## config.mk

```make
export PLATFORM = sky130hd
export DESIGN_NAME = wide_add_sequencer
export DESIGN_NICKNAME = d
export VERILOG_FILES = /design/src/rtl/wide_add_sequencer.sv
export SDC_FILE = /design/constraint.sdc
export NUM_CORES = 1
export LEC_CHECK = 0
export BUFFER_PORTS_ARGS = -buffer_cell sky130_fd_sc_hd__buf_2
export CAP_MARGIN = 5
export CORE_MARGIN = 2
export CORE_UTILIZATION = 30
export DETAILED_ROUTE_END_ITERATION = 10
export PLACE_DENSITY = 0.51
export SYNTH_ARGS = -nofsm -noshare
export SYNTH_HDL_FRONTEND = slang
export SYNTH_SLANG_ARGS = --single-unit
```

## constraint.sdc

```tcl
create_clock -name clk_50M -period 3 [get_ports clk_50M]
set_input_delay 0.15 -clock clk_50M [delete_from_list [all_inputs] [get_ports clk_50M]]
set_output_delay 0.15 -clock clk_50M [all_outputs]
set_load 0.02 [all_outputs]
```

## src/rtl/wide_add_sequencer.sv

```systemverilog
// ============================================================================
// wide_add_sequencer
//   Sequences a WIDTH-bit add through an external 2-bit adder, LSB slice first.
//   Rev 1.0 - initial release
// ============================================================================
`default_nettype none

module wide_add_sequencer #(
  parameter int WIDTH = 8
) (
  input  logic             clk_50M,
  input  logic             reset,
  input  logic             in_valid,
  output logic             in_ready,
  input  logic [WIDTH-1:0] op_a,
  input  logic [WIDTH-1:0] op_b,
  input  logic             op_cin,
  output logic [1:0]       fa_a,
  output logic [1:0]       fa_b,
  output logic             fa_cin,
  input  logic [1:0]       fa_sum,
  input  logic             fa_cout,
  output logic             out_valid,
  input  logic             out_ready,
  output logic [WIDTH-1:0] result,
  output logic             result_cout,
  output logic             busy
);

  localparam int SLICES = WIDTH / 2;
  localparam int CNT_W  = (SLICES > 1) ? $clog2(SLICES) : 1;
  localparam logic [CNT_W-1:0] LAST_CNT = CNT_W'(SLICES - 1);

  typedef enum logic [1:0] {
    IDLE = 2'd0,
    RUN  = 2'd1,
    DONE = 2'd2
  } state_t;

  state_t           state;
  logic [WIDTH-1:0] a_sh;
  logic [WIDTH-1:0] b_sh;
  logic             carry;
  logic [CNT_W-1:0] cnt;
  logic [WIDTH+1:0] result_next;

  assign in_ready  = (state == IDLE);
  assign out_valid = (state == DONE);
  assign busy      = (state != IDLE);

  // Adder inputs are only presented while a slice is in flight.
  assign fa_a   = (state == RUN) ? a_sh[1:0] : 2'b00;
  assign fa_b   = (state == RUN) ? b_sh[1:0] : 2'b00;
  assign fa_cin = (state == RUN) ? carry : 1'b0;

  // New sum slice enters at the top; after SLICES shifts slice 0 lands at bit 0.
  assign result_next = {fa_sum, result};

  always_ff @(posedge clk_50M or posedge reset) begin
    if (reset) begin
      state       <= IDLE;
      a_sh        <= '0;
      b_sh        <= '0;
      carry       <= 1'b0;
      cnt         <= '0;
      result      <= '0;
      result_cout <= 1'b0;
    end else begin
      case (state)
        IDLE: begin
          if (in_valid) begin
            a_sh   <= op_a;
            b_sh   <= op_b;
            carry  <= op_cin;
            cnt    <= '0;
            result <= '0;
            state  <= RUN;
          end
        end
        RUN: begin
          result <= result_next[WIDTH+1:2];
          carry  <= fa_cout;
          a_sh   <= a_sh >> 2;
          b_sh   <= b_sh >> 2;
          if (cnt == LAST_CNT) begin
            result_cout <= fa_cout;
            state       <= DONE;
          end else begin
            cnt <= cnt + CNT_W'(1);
          end
        end
        DONE: begin
          if (out_ready) begin
            state <= IDLE;
          end
        end
        default: state <= IDLE;
      endcase
    end
  end

endmodule

`default_nettype wire

```

==> flow_metrics.env <==
export IMPL_status="finished clean"
export IMPL_cts_hold_buf=0
export IMPL_power_density_nw_per_um2=1110
export IMPL_synth_most_common_cell="dfrtp_1"
export IMPL_ir_drop_mv=0.287
export IMPL_nFillCells=450
export IMPL_clk_latency_ns=0.28
export IMPL_dr_pass1_iters=4
export IMPL_crit_arrival_ns=1.98
export IMPL_cp_required_ns=2.85
export IMPL_path_max_fanout=28
export IMPL_vias=1118
export IMPL_ys_dominant_reg_cell="dfrtp_1"
export IMPL_worst_r2r_cell_count=2
export IMPL_dp_hpwl_um=2130
export IMPL_avgSynthCellArea_um2=11.2
export IMPL_r2r_start="state[1]"
export IMPL_met2_usage_pct=20.1
export IMPL_diodes=0
export IMPL_num_rows=25
export IMPL_drive_above_1_share_pct=31.5
export IMPL_ys_ff_latch=30
export IMPL_fin_crit_sh_pct=71.1
export IMPL_tightest_slew_ns=0.907
export IMPL_cpLargestDelayFamily="simple AND/OR/NAND/NOR gates"
export IMPL_maxSlewViolCount=0
export IMPL_multi_input_area_um2=551
export IMPL_clockRootBuffer="clkbuf_8"
export IMPL_grt_usage_pct=12.6
export IMPL_fp_dieW_um=73.2
export IMPL_ys_types=27
export IMPL_p_leak_uw=0.000880
export IMPL_tns_ns=0
export IMPL_reg2reg_slack_ns=1.24
export IMPL_fmax_ghz=0.469
export IMPL_htree_num_levels=2
export IMPL_drv_cap=0
export IMPL_postSynthCellCount=128
export IMPL_timing_final_crit_period_ns=2.13
export IMPL_synth_seq_area_share_pct=52.3
export IMPL_num_nets_final=192
export IMPL_clkSlewWorstSetupHoldPaths_ns=0.06
export IMPL_setup_ws_ns=0.866
export IMPL_met1_usage_pct=16.0
export IMPL_end_kind="output port"
export IMPL_finClkSkew_ns=0.00218
export IMPL_hold_class="primary input to flip-flop"
export IMPL_finalHoldViolCount=0
export IMPL_wl_per_cell_um=14.4
export IMPL_crit_buf_inv=1
export IMPL_synth_largest_area_cell="dfrtp_1"
export IMPL_synthesis_area_um2=1440
export IMPL_grt_overflow=0
export IMPL_worst_path_stages=3
export IMPL_final_setup_viol_count=0
export IMPL_post_cts_buffers=0
export IMPL_synth_nets=153
export IMPL_synthTopCellsByArea="dfrtp_1 (52%), nor4b_1 (6.7%), a221oi_1 (4.9%), a22o_1 (4.9%), inv_1 (4.4%)"
export IMPL_endpoint="fa_a[0]"
export IMPL_critical_path_max_stage_delay_ns=0.71
export IMPL_crit_path_start_kind="flip-flop"
export IMPL_syn_to_final_growth_pct=23.3
export IMPL_die_y_um=73.2
export IMPL_grtUsageMet3_pct=3.18
export IMPL_cts_buffers=5
export IMPL_seq_area_um2=751
export IMPL_ctsResizeCount=0
export IMPL_synth_warnings=0
export IMPL_crit_chain="nor2b_2 -> and2_1 -> buf_2"
export IMPL_grt_pass1_vias=1110
export IMPL_routed_wl_um=3190
export IMPL_grt_busiest_layer="met2"
export IMPL_reg2reg_to="b_sh[3]"
export IMPL_core_area_um2=4660
export IMPL_yosysTopAreaCellShare_pct=52.3
export IMPL_async_reset_ff_share_pct=100
export IMPL_clockBufferDepth=2
export IMPL_crit_slowest_cell="dfrtp_1"
export IMPL_rsz0062_at_grt="no"
export IMPL_antenna_found_initial=0
export IMPL_drc=0
export IMPL_ioPinCount=41
export IMPL_cp_startpoint="state[1]"
export IMPL_hold_slack_ns=0.0755
export IMPL_cts_tree="yes"
export IMPL_io_buffers=40
export IMPL_die_area_um2=5350
export IMPL_grt_pass1_wl_um=5200
export IMPL_pre_cts_ws_ns=1.15
export IMPL_synth_edf_count=0
export IMPL_viasPerCell=5.04
export IMPL_start_util_pct=30.8
export IMPL_grt_max_degree=31
export IMPL_clock_sinks=30
export IMPL_fin_area_um2=1770
export IMPL_synth_common_cells="dfrtp_1 (30), inv_1 (17), nor4b_1 (11)"
export IMPL_gp_congestion=0.688
export IMPL_timing_slew_headroom_pct=39.5
export IMPL_drt_iter0_markers=94
export IMPL_criticalPathCategory="flip-flop to output port"
export IMPL_post_dp_cell_area_um2=1640
export IMPL_postRouteAntennaNets=0
==> how the worst min path moves through the flow <==
stage          startpoint        end  slack [ns]  cells after the start
2_1_floorplan       reset    a_sh[0]        0.24                      1
5_1_grt         fa_sum[0]  result[6]        0.10                      2
6_report        out_ready   state[1]        0.08                      2
3_5_place_dp    out_ready   state[1]        0.37                      2
3_3_place_gp    out_ready   state[1]        0.35                      2
4_1_cts         out_ready   state[1]        0.08                      2
==> cell type report <==
class | instances | share of cell area [%]
multi-input cells | 70 | 31.1
well taps | 54 | 3.82
clock inverters | 1 | 0.283
repair buffers | 43 | 13.9
inverters | 17 | 3.61
clock buffers | 7 | 4.88
flip-flops and latches | 30 | 42.4
==> where the power goes <==
group          switching (uW)  leakage, uW  internal, uW  total [uW]
clock                     147    0.0000482           185         331
combinational             493     0.000462           379         871
sequential                161     0.000370           593         754
==> cells in the final DEF (no fill, tap or decap), types with 2 or more instances in the layout <==
cell	count
nor2b_1	3
and3_1	2
a222oi_1	3
a211o_1	2
dfrtp_1	30
buf_2	40
a22o_1	8
inv_1	17
nand2b_1	3
nor4b_1	11
a32o_1	4
and2_1	5
a221oi_1	8
a211oi_1	2
nor3b_1	2
nor2_1	8
clkbuf_8	6
==> stage by stage <==
stage | cells | util, % | total power, uW
final | 222 | 38.0 | 1960
after global routing | 222 | 38.0 | 2110
after CTS | 220 | 37.2 | 1980
after detailed placement | 212 | 35.2 | 1640
after global placement | 212 | 35.2 | 1610
after floorplan | 128 | - | 1420
==> flip-flops by register name, summed over array words and instances, names as in the netlist <==
name / cells
state: 2
result: 8
result_cout: 1
a_sh: 8
cnt: 2
b_sh: 8
carry: 1
==> cell families after synthesis <==
logic type | share of synthesized area (%)
AND/OR/NAND/NOR | 17.8
AO/OA/AOI/OAI | 18.9
flip-flops | 52.3
buffers and inverters | 9.33
multiplexers | 0.785
adder cells (fa/ha/maj) | 0.872
==> metal layers <==
layer	part of all wire, %	up-vias
li1	-	544
met2	47	29
met1	47	538
met4	1.5	0
met5	0	-
met3	5.4	7
Note: power is estimated with default switching activity, not from simulation.
